[src/rtl/multi_pwm_drive_pkg.sv]
// Shared types and default parameters for the multi-channel H-bridge PWM driver.
package pwm_drive_pkg;

   // Per-channel bridge mode, encoded as on the mode input bus
   typedef enum logic [1:0] {
      MODE_COAST = 2'b00,
      MODE_FWD   = 2'b01,
      MODE_REV   = 2'b10,
      MODE_BRAKE = 2'b11
   } mode_e;

   // Applied rotation direction (the leg that carries PWM)
   typedef enum logic {
      DIR_FWD = 1'b0,
      DIR_REV = 1'b1
   } dir_e;

   localparam int DEF_CHANNELS  = 2;
   localparam int DEF_DUTY_W    = 5;
   localparam int DEF_PRESCALE  = 1028;
   localparam int DEF_RAMP_STEP = 1;

   // Direction requested by a driving mode; non-driving modes report forward
   function automatic dir_e dir_of(input mode_e m);
      return (m == MODE_REV) ? DIR_REV : DIR_FWD;
   endfunction

endpackage

[src/rtl/multi_pwm_drive_if.sv]
// Control/drive bundle between the control logic (master) and the PWM driver (slave).
interface multi_pwm_drive_if #(
   parameter int CHANNELS = 2,
   parameter int DUTY_W   = 5
);
   logic                         enable;
   logic [CHANNELS*DUTY_W-1:0]   duty_cycle;
   logic [2*CHANNELS-1:0]        mode;
   logic [CHANNELS-1:0]          motor_a;
   logic [CHANNELS-1:0]          motor_b;
   logic                         period_start;
   logic [CHANNELS-1:0]          settled;

   modport master (
      output enable, duty_cycle, mode,
      input  motor_a, motor_b, period_start, settled
   );

   modport slave (
      input  enable, duty_cycle, mode,
      output motor_a, motor_b, period_start, settled
   );
endinterface

[src/rtl/multi_pwm_drive_channel.sv]
// One H-bridge channel: target sampling, soft-start ramp with reversal
// protection, PWM compare and registered leg encoding.
module pwm_drive_channel
   import pwm_drive_pkg::*;
#(
   parameter int DUTY_W    = DEF_DUTY_W,
   parameter int RAMP_STEP = DEF_RAMP_STEP
) (
   input  logic              clk,
   input  logic              rst_n,
   input  logic              enable,
   input  logic              boundary,
   input  logic [DUTY_W-1:0] phase,
   input  logic [DUTY_W-1:0] duty_in,
   input  mode_e             mode_in,
   output logic              motor_a,
   output logic              motor_b,
   output logic              settled
);

   // A step larger than the duty range behaves like a full-range step
   localparam int                MAX_DUTY = (1 << DUTY_W) - 1;
   localparam int                STEP_C   = (RAMP_STEP > MAX_DUTY) ? MAX_DUTY : RAMP_STEP;
   localparam logic [DUTY_W-1:0] STEP     = DUTY_W'(STEP_C);

   logic [DUTY_W-1:0] tgt_duty;
   mode_e             tgt_mode;
   logic [DUTY_W-1:0] cur_duty;
   dir_e              cur_dir;

   logic [DUTY_W-1:0] nxt_duty;
   dir_e              nxt_dir;
   logic              pwm;
   logic              leg_a;
   logic              leg_b;

   // Next applied duty/direction from the freshly sampled inputs
   always_comb begin
      nxt_duty = cur_duty;
      nxt_dir  = cur_dir;
      case (mode_in)
         MODE_FWD, MODE_REV: begin
            if (dir_of(mode_in) != cur_dir) begin
               // Reversal: wind down first, flip only once duty has reached 0
               if (cur_duty == '0)
                  nxt_dir = dir_of(mode_in);
               else if (cur_duty > STEP)
                  nxt_duty = cur_duty - STEP;
               else
                  nxt_duty = '0;
            end else if (duty_in > cur_duty) begin
               nxt_duty = (duty_in - cur_duty > STEP) ? cur_duty + STEP : duty_in;
            end else if (duty_in < cur_duty) begin
               nxt_duty = (cur_duty - duty_in > STEP) ? cur_duty - STEP : duty_in;
            end
         end
         default: nxt_duty = '0;
      endcase
   end

   assign pwm = (phase < cur_duty);

   // Leg drive; PWM only ever lands on the leg of the applied direction
   always_comb begin
      leg_a = 1'b0;
      leg_b = 1'b0;
      case (tgt_mode)
         MODE_COAST: begin
            leg_a = 1'b0;
            leg_b = 1'b0;
         end
         MODE_BRAKE: begin
            leg_a = 1'b1;
            leg_b = 1'b1;
         end
         default: begin
            if (cur_dir == DIR_FWD)
               leg_a = pwm;
            else
               leg_b = pwm;
         end
      endcase
   end

   // Targets and ramp update at period boundaries; legs registered every clock
   always_ff @(posedge clk or negedge rst_n) begin
      if (!rst_n) begin
         tgt_duty <= '0;
         tgt_mode <= MODE_COAST;
         cur_duty <= '0;
         cur_dir  <= DIR_FWD;
         motor_a  <= 1'b0;
         motor_b  <= 1'b0;
      end else if (!enable) begin
         tgt_duty <= '0;
         tgt_mode <= MODE_COAST;
         cur_duty <= '0;
         motor_a  <= 1'b0;
         motor_b  <= 1'b0;
      end else begin
         if (boundary) begin
            tgt_duty <= duty_in;
            tgt_mode <= mode_in;
            cur_duty <= nxt_duty;
            cur_dir  <= nxt_dir;
         end
         motor_a <= leg_a;
         motor_b <= leg_b;
      end
   end

   assign settled = (cur_duty == tgt_duty) &&
                    ((tgt_mode == MODE_COAST) || (tgt_mode == MODE_BRAKE) ||
                     (cur_dir == dir_of(tgt_mode)));

endmodule

[src/rtl/multi_pwm_drive.sv]
// N-channel H-bridge PWM driver: shared prescaler/phase timebase feeding
// one ramping channel per bridge.
module multi_pwm_drive
   import pwm_drive_pkg::*;
#(
   parameter int CHANNELS  = DEF_CHANNELS,
   parameter int DUTY_W    = DEF_DUTY_W,
   parameter int PRESCALE  = DEF_PRESCALE,
   parameter int RAMP_STEP = DEF_RAMP_STEP
) (
   input logic               clk_3125KHz,
   input logic               reset_n,
   multi_pwm_drive_if.slave  bus
);

   localparam int PW = (PRESCALE > 1) ? $clog2(PRESCALE) : 1;

   logic [PW-1:0]       presc;
   logic [DUTY_W-1:0]   phase;
   logic                en_q;
   logic                ps_q;
   logic                run;
   logic                tick;
   logic                boundary;
   logic [CHANNELS-1:0] ma;
   logic [CHANNELS-1:0] mb;
   logic [CHANNELS-1:0] st;

   // The first enabled clock after a disable is a restart clock: it only
   // raises period_start, so the restarted period begins at phase 0.
   assign run      = bus.enable && en_q;
   assign tick     = run && (presc == PW'(PRESCALE - 1));
   assign boundary = tick && (phase == '1);

   // Shared timebase; en_q resets high since reset already leaves phase 0
   always_ff @(posedge clk_3125KHz or negedge reset_n) begin
      if (!reset_n) begin
         presc <= '0;
         phase <= '0;
         en_q  <= 1'b1;
         ps_q  <= 1'b0;
      end else if (!bus.enable) begin
         presc <= '0;
         phase <= '0;
         en_q  <= 1'b0;
         ps_q  <= 1'b0;
      end else if (!en_q) begin
         en_q  <= 1'b1;
         ps_q  <= 1'b1;
      end else begin
         ps_q <= boundary;
         if (tick) begin
            presc <= '0;
            phase <= phase + 1'b1;
         end else begin
            presc <= presc + 1'b1;
         end
      end
   end

   for (genvar k = 0; k < CHANNELS; k++) begin : g_ch
      pwm_drive_channel #(
         .DUTY_W    (DUTY_W),
         .RAMP_STEP (RAMP_STEP)
      ) u_ch (
         .clk      (clk_3125KHz),
         .rst_n    (reset_n),
         .enable   (bus.enable),
         .boundary (boundary),
         .phase    (phase),
         .duty_in  (bus.duty_cycle[k*DUTY_W +: DUTY_W]),
         .mode_in  (mode_e'(bus.mode[2*k +: 2])),
         .motor_a  (ma[k]),
         .motor_b  (mb[k]),
         .settled  (st[k])
      );
   end

   assign bus.motor_a      = ma;
   assign bus.motor_b      = mb;
   assign bus.settled      = st;
   assign bus.period_start = ps_q;

endmodule

[src/flat_wrapper.sv]
// flat-port wrapper written by rule: the top's interface ports become plain ports
module multi_pwm_drive_flat import pwm_drive_pkg::*;
#(
   parameter int CHANNELS  = DEF_CHANNELS,
   parameter int DUTY_W    = DEF_DUTY_W,
   parameter int PRESCALE  = DEF_PRESCALE,
   parameter int RAMP_STEP = DEF_RAMP_STEP
)
  (clk_3125KHz, reset_n, bus_enable, bus_duty_cycle, bus_mode, bus_motor_a, bus_motor_b, bus_period_start, bus_settled);
  multi_pwm_drive_if #(.CHANNELS(CHANNELS), .DUTY_W(DUTY_W)) bus_i ();
  input logic clk_3125KHz;
  input logic reset_n;
  input wire logic [$bits(bus_i.enable)-1:0] bus_enable;
  input wire logic [$bits(bus_i.duty_cycle)-1:0] bus_duty_cycle;
  input wire logic [$bits(bus_i.mode)-1:0] bus_mode;
  output wire logic [$bits(bus_i.motor_a)-1:0] bus_motor_a;
  output wire logic [$bits(bus_i.motor_b)-1:0] bus_motor_b;
  output wire logic [$bits(bus_i.period_start)-1:0] bus_period_start;
  output wire logic [$bits(bus_i.settled)-1:0] bus_settled;
  assign bus_i.enable = bus_enable;
  assign bus_i.duty_cycle = bus_duty_cycle;
  assign bus_i.mode = bus_mode;
  assign bus_motor_a = bus_i.motor_a;
  assign bus_motor_b = bus_i.motor_b;
  assign bus_period_start = bus_i.period_start;
  assign bus_settled = bus_i.settled;
  multi_pwm_drive #(.CHANNELS(CHANNELS), .DUTY_W(DUTY_W), .PRESCALE(PRESCALE), .RAMP_STEP(RAMP_STEP)) u_core (.clk_3125KHz(clk_3125KHz), .reset_n(reset_n), .bus(bus_i));
endmodule
[config.mk]
export PLATFORM = sky130hd
export DESIGN_NAME = multi_pwm_drive_flat
export DESIGN_NICKNAME = d
export VERILOG_FILES = /design/src/rtl/multi_pwm_drive_pkg.sv /design/src/rtl/multi_pwm_drive_if.sv /design/src/rtl/multi_pwm_drive_channel.sv /design/src/rtl/multi_pwm_drive.sv /design/src/flat_wrapper.sv
export SDC_FILE = /design/constraint.sdc
export NUM_CORES = 1
export LEC_CHECK = 0
export BUFFER_PORTS_ARGS = -buffer_cell sky130_fd_sc_hd__buf_4
export CAP_MARGIN = 25
export CORE_MARGIN = 2
export CORE_UTILIZATION = 35
export CTS_CLUSTER_SIZE = 12
export DETAILED_ROUTE_END_ITERATION = 10
export SKIP_LAST_GASP = 1
export SYNTH_ARGS = -nofsm -noshare
export SYNTH_HDL_FRONTEND = slang
export SYNTH_SLANG_ARGS = --single-unit
[constraint.sdc]
create_clock -name clk_3125KHz -period 3.3 [get_ports clk_3125KHz]
set_input_delay 0.66 -clock clk_3125KHz [delete_from_list [all_inputs] [get_ports clk_3125KHz]]
set_output_delay 0.66 -clock clk_3125KHz [all_outputs]
set_load 0.01 [all_outputs]
After elaboration in Yosys (flattened, before gate mapping)
Cells that the tools add are included.
Word-level totals
  register bits: 48
  input port bits: 17
  output and inout bits: 7
  logic and storage cells: 134
Cells by class
  add/sub/neg operators: 10
  order comparisons: 12
  equal/unequal tests: 23
  mux-type cells: 53
  reduce and logical (&&, ||, !) cells: 20
Operators by type and width (number)
  two-way mux 5 bit: 27
  two-way mux 11 bit: 3
  greater-than comparator 5 x 1 -> 1 bit (second input constant): 6
  less-than comparator 5 bit: 4
  subtractor 5 bit: 4
  adder 5 x 1 -> 5 bit (second input constant): 3
  two-way mux 1 bit: 15
  == test 2 bit (second input constant): 6
  adder 11 x 1 -> 11 bit (second input constant): 1
  == test 11 bit (second input constant): 1
  == test 5 bit: 2
  greater-than comparator 5 bit: 2
  zero test 5 bit: 2
  != test 5 bit (second input constant): 2
  AND reduction 5 bit: 2
  subtractor 5 x 1 -> 5 bit (second input constant): 2
  two-way mux 2 bit: 4
  != test 4 bit (second input constant): 2
  one-hot mux 1 bit (2 select lines): 4
  != test 2 x 1 -> 1 bit (second input constant): 3
  AND reduction 3 bit: 2
  == test 5 bit (second input constant): 1
  logical AND 1 bit: 5
  == test 2 x 1 -> 1 bit (second input constant): 2
  6 further kinds: 13

Logic depth before layout (Yosys ltp)
  depth in word-level cells: 9
  gate-level depth with buffers: 10
  depth with buffers taken out: 9

Hierarchy
A second synthesis with hierarchy kept.
Unflattened totals
  cells, all modules: 464
  area, all modules: 4215.3 um^2
By module, submodules not included
  pwm_drive_channel: instances 2, cells each 185, area each 1641.6 um^2, sequential area each 375.4 um^2
  multi_pwm_drive: instances 1, cells each 94, area each 932.1 um^2, sequential area each 451.7 um^2

Least setup slack after synthesis
No wires, ideal clock.
  path kind: in2reg
  from: input port bus_duty_cycle[5]
  to: register u_core.g_ch[1].u_ch.cur_duty[0]
  setup time: 124 ps
  arrival time: 2600 ps
  required time: 3176 ps
  setup slack: 576 ps
  stages: 8
  path buffers: 0
  cells stage by stage: ha_1 > fa_1 > nand2b_1 > a21oi_1 > xor2_1 > or4_4 > and2_2 > a211o_1
Between the ends
  cells in the longest elaborated chain, start to end: 9
  elaborated cells between the ends (all ways): 16
  classes of those cells: add/sub: 2; order compare: 4; eq/ne: 1; mux: 8; reduce/logical: 1
RTL lines
  from (decl): RTL line flat_wrapper.sv:14  | input wire logic [$bits(bus_i.duty_cycle)-1:0] bus_duty_cycle;
  subtractor 5 bit: RTL line multi_pwm_drive_channel.sv:54  | nxt_duty = (cur_duty - duty_in > STEP) ? cur_duty - STEP : duty_in;
  greater-than comparator 5 x 1 -> 1 bit: RTL line multi_pwm_drive_channel.sv:54
  two-way mux 5 bit: RTL line multi_pwm_drive_channel.sv:54
  two-way mux 5 bit: RTL line multi_pwm_drive_channel.sv:53  | end else if (duty_in < cur_duty) begin
  two-way mux 5 bit: RTL line multi_pwm_drive_channel.sv:51  | end else if (duty_in > cur_duty) begin
  two-way mux 5 bit: RTL line multi_pwm_drive_channel.sv:43  | if (dir_of(mode_in) != cur_dir) begin
  two-way mux 5 bit: RTL line multi_pwm_drive_channel.sv:41  | case (mode_in)
  two-way mux 5 bit: RTL line multi_pwm_drive_channel.sv:101  | if (boundary) begin
  two-way mux 5 bit: RTL line multi_pwm_drive_channel.sv:94  | end else if (!enable) begin
  to (signal assigned): RTL line multi_pwm_drive_channel.sv:104  | cur_duty <= nxt_duty;
  to (decl): RTL line multi_pwm_drive_channel.sv:28  | logic [DUTY_W-1:0] cur_duty;
Several ways; a longest one is shown, not always the timed one. The select of a mux whose other input is x is not followed.
A chain may end at the register's enable or synchronous reset.

Final worst setup path
  from: register u_core.g_ch[1].u_ch.cur_duty[1]
  to: register u_core.g_ch[1].u_ch.cur_duty[0]
Between the ends
  cells in the longest elaborated chain, start to end: 9
  elaborated cells between the ends (all ways): 21
  classes of those cells: add/sub: 2; order compare: 5; eq/ne: 2; mux: 10; reduce/logical: 2
RTL lines (RTL line)
  subtractor 5 bit: multi_pwm_drive_channel.sv:54
  greater-than comparator 5 x 1 -> 1 bit: multi_pwm_drive_channel.sv:54
  two-way mux 5 bit: multi_pwm_drive_channel.sv:54
  two-way mux 5 bit: multi_pwm_drive_channel.sv:53
  two-way mux 5 bit: multi_pwm_drive_channel.sv:51
  two-way mux 5 bit: multi_pwm_drive_channel.sv:43
  two-way mux 5 bit: multi_pwm_drive_channel.sv:41
  two-way mux 5 bit: multi_pwm_drive_channel.sv:101
  two-way mux 5 bit: multi_pwm_drive_channel.sv:94
Several ways; a longest one is shown, not always the timed one. The select of a mux whose other input is x is not followed.

==> summary.md <==
| Metric | Value |
|---|---|
| EDFF count, synth | 0 |
| Layout cell share with drive strength beyond 1 | a little under an eighth |
| Placed Cells | 612 |
| Die width | approximately 110 um |
| Longest Clk Path Bufs | 2 |
| Commonest non-fill, non-tap cells in the layout | 47 x dfrtp_1, 43 x ha_1, 33 x nand3_1, 32 x nor2_1, 32 x nand2_1 |
| Vias post-DR | approximately 3400 |
| Part of the cycle the worst path needs | between 80% and 90% |
| Yosys cell types | 64 |
| Die H | around 110 um |
| # Post-CTS Setup Buffers | 0 |
| Gr usage total | 16.2% |
| Peak supply drop | 0.170 mV |
| Worst EP required | 3.47 ns |
| Antenna Violating Nets Remaining | 0 |
| H-tree depth | 2 |
| PnR worst setup slack | between 0.4 and 0.5 ns |
| First-pass GRT wire length | 16.8 mm |
| Worst endpoint data arrival time | between 3 and 4 ns |
| Final min period | 2.88 ns |
| Number of setup violations in the final report | 0 |
| Crit path cell chain | inv_1, fa_1, nand2b_1, a21oi_1, xor2_1, or4_4, and2_2, a211o_1 |
| Post-Route WL | 9.77 mm |
| Final #Nets | 540 |
| Slack of the worst reg-to-reg path | 0.42 ns |
| Crit end category | register |
| Num ports | 24 |
| RSZ-0062 raised after global routing | false |
| Max-slew headroom | 57.6% |
| Crit path kind | register to register |
| Final instance area | 0.00451 mm2 |
| Hold Crit Class | input pin to async pin |
| Synth Flop Type | dfrtp_1 |
| Vias/cell | 5.49 |
| Leakage power | slightly above 2 nW |
| Max Cap Violations | 0 |
| Seq/Total Area, Yosys | 29.4% |
| Clk_lat worst skew | 0.29 ns |
| Clock Sinks | 48 |
| Hold slack final | ~0.39 ns |
| Cell row count | 39 |
| Register area | 0.00120 mm2 |
| Synth Net Count | 525 |
| Layout fillers | 1134 |
| DPL Wire Length | 7.45 mm |
| Final std cells w/o fill | 620 |
| Vias in the first global route | between 3000 and 4000 |
| RePlAce Congestion | about 0.94 |
| F_max | 347 MHz |
| FF-to-FF Start | u_core.g_ch[1].u_ch.cur_duty[1]$_DFFE_PN0P_ |
| PwrDens | between 300 and 400 mW/mm2 |
| Worst Max-Slew Pin Slew | 0.636 ns |
| Die Area | 0.0126 mm2 |
| CP max-delay cell | dfrtp_1 |
| R2R cell count | 8 |
| Cts hold-fix bufs | 0 |
| Synth Warn # | 0 |
| Setup TNS | 0 ns |
| Mapped Avg Cell Area | just under 9 um2 |
| Async SR Flop Fraction | 100% |
| Core ar. | 0.0114 mm2 |
| Commonest non-fill, non-tap cell in the layout | dfrtp_1 |
| Register bit count reported by yosys | 48 |
| Syn Inst Count | between 400 and 500 |
| CP startpoint kind | register |
| Final Core Density | 39.5% |
| CTS tree | built |
| Per-cell routed wire length | 15.8 um |
| DR pass1 iterations | 5 |
| Initial Utilization | 35.8% |
| Pre-CTS setup slack | 0.319 ns |
| Status | completed |
| CP startpoint | u_core.g_ch[1].u_ch.cur_duty[1]$_DFFE_PN0P_ |
| Cts bufs inserted | 5 |
| Synth-to-Final Area Change | 10.4% |
| Largest net degree at the start of global routing | between 40 and 50 |
| Worst-path fanout max | 9 |
| GRT overflow | 0 |
| Area of placed instances | 0.00437 mm2 |
| Root buffer cell | clkbuf_16 |
| Antenna diodes | 0 |
| Remaining routing DRC violations | 0 |
| Fin. Hold Viols | 0 |
| Final total power | 1.50 mW |
| Clock Skew | 0.00682 ns |
| Reg2Reg Capture Point | u_core.g_ch[1].u_ch.cur_duty[0]$_DFFE_PN0P_ |
| Footprint of the multi-input gates | 0.00266 mm2 |
| Syn Std Cell Area | 0.00409 mm2 |
| Iteration-0 DRC count of the detailed router | 190 |
| Reg clk slew, reported paths | roughly 0.07 ns |
| PortBufs | 23 |
| Initial antenna violation count | 0 |
| Delay of the slowest critical-path stage | 0.58 ns |
| Post-CTS sizing | 0 |
| Slew Limit Fails | 0 |
| Critical path capture point | u_core.g_ch[1].u_ch.cur_duty[0]$_DFFE_PN0P_ |
report_power, final:
part           switching [mW]  leakage [nW]  internal [mW]
clock                   0.237        0.0702          0.283
combinational           0.214          1.29          0.152
sequential             0.0136         0.658          0.597
cell type report:
type	count	area share, %
repair buffers	31	5.16
clock inverters	3	0.471
flip-flops and latches	48	26.6
clock buffers	5	2.77
inverters	26	2.16
well taps	143	3.96
multi-input cells	364	58.8
how the worst min path moves through the flow:
stage / from / endpoint / slack (ns) / depth (start not counted)
after global placement: u_core.g_ch[1].u_ch.tgt_duty[4]$_DFFE_PN0P_ / u_core.g_ch[1].u_ch.tgt_duty[4]$_DFFE_PN0P_ / 0.51 / 2
after CTS: reset_n / u_core.g_ch[0].u_ch.cur_duty[0]$_DFFE_PN0P_ / 0.42 / 1
final: reset_n / u_core.g_ch[0].u_ch.cur_duty[0]$_DFFE_PN0P_ / 0.39 / 1
after global routing: reset_n / u_core.g_ch[0].u_ch.cur_duty[0]$_DFFE_PN0P_ / 0.44 / 1
after detailed placement: u_core.g_ch[1].u_ch.tgt_duty[4]$_DFFE_PN0P_ / u_core.g_ch[1].u_ch.tgt_duty[4]$_DFFE_PN0P_ / 0.51 / 2
after floorplan: reset_n / u_core.bus.period_start$_DFF_PN0_ / 0.36 / 0
worst max-delay path, delay by kind of cell, from the launching register on:
family	cells	cell delay, ns
XOR/XNOR	1	0.12
AO/OA/AOI/OAI	2	0.42
buffers and inverters	1	0.25
adder cells (fa/ha/maj)	1	0.47
AND/OR/NAND/NOR	3	0.91
flip-flops	1	0.58
registers in the layout, indices dropped and copies added (netlist names):
signal                     cells
u_core.presc                  11
u_core.g_ch.u_ch.cur_duty     10
u_core.g_ch.u_ch.tgt_duty     10
u_core.phase                   5
u_core.g_ch.u_ch.tgt_mode      4
u_core.g_ch.u_ch.cur_dir       2
u_core.g_ch.u_ch.motor_a       2
u_core.g_ch.u_ch.motor_b       2
u_core.bus.period_start        1
u_core.en_q                    1
layer usage:
layer	part of all wire, %	vias up	global-route usage [%]
met3	5.1	7	3.29
met5	0	-	0
met1	49	1636	22.9
met2	45	68	25.6
li1	-	1691	-
met4	1.1	0	3.82
cell usage after synthesis (all sizes together) (3+ instances only):
library cell,n,area share (%)
nand4,8,1.2
dfrtp,47,29
nor4,5,1.1
xor2,25,5.4
nand2b,9,1.4
nand3,33,4.0
o31ai,7,1.3
a211o,6,1.3
nor3,11,1.3
buf,9,1.5
nand3b,3,0.55
a21o,10,1.8
o221ai,5,1.2
a21oi,24,3.0
or4,3,0.64
o31a,3,0.64
inv,26,2.4
nor2,32,2.9
mux2i,4,0.98
xnor2,19,4.1
and3,7,1.1
o211ai,4,0.73
a22oi,4,0.73
nand2,32,2.9
o21ai,27,3.3
o2bb2ai,3,0.64
ha,43,13
fa,4,2.0
clkbuf,14,1.8
cell families after synthesis:
family                     count (synthesis)  share of synthesized area (%)
DFF                                       48                           29.4
muxes                                      5                           1.25
adders and majority gates                 47                           15.1
and+or+nand+nor                          156                           19.9
AOI/OAI and AO/OA                        112                           19.3
xor gates and xnor gates                  44                           9.42
buffers and inverters                     49                           5.66
Note: power is estimated with default switching activity, not from simulation.
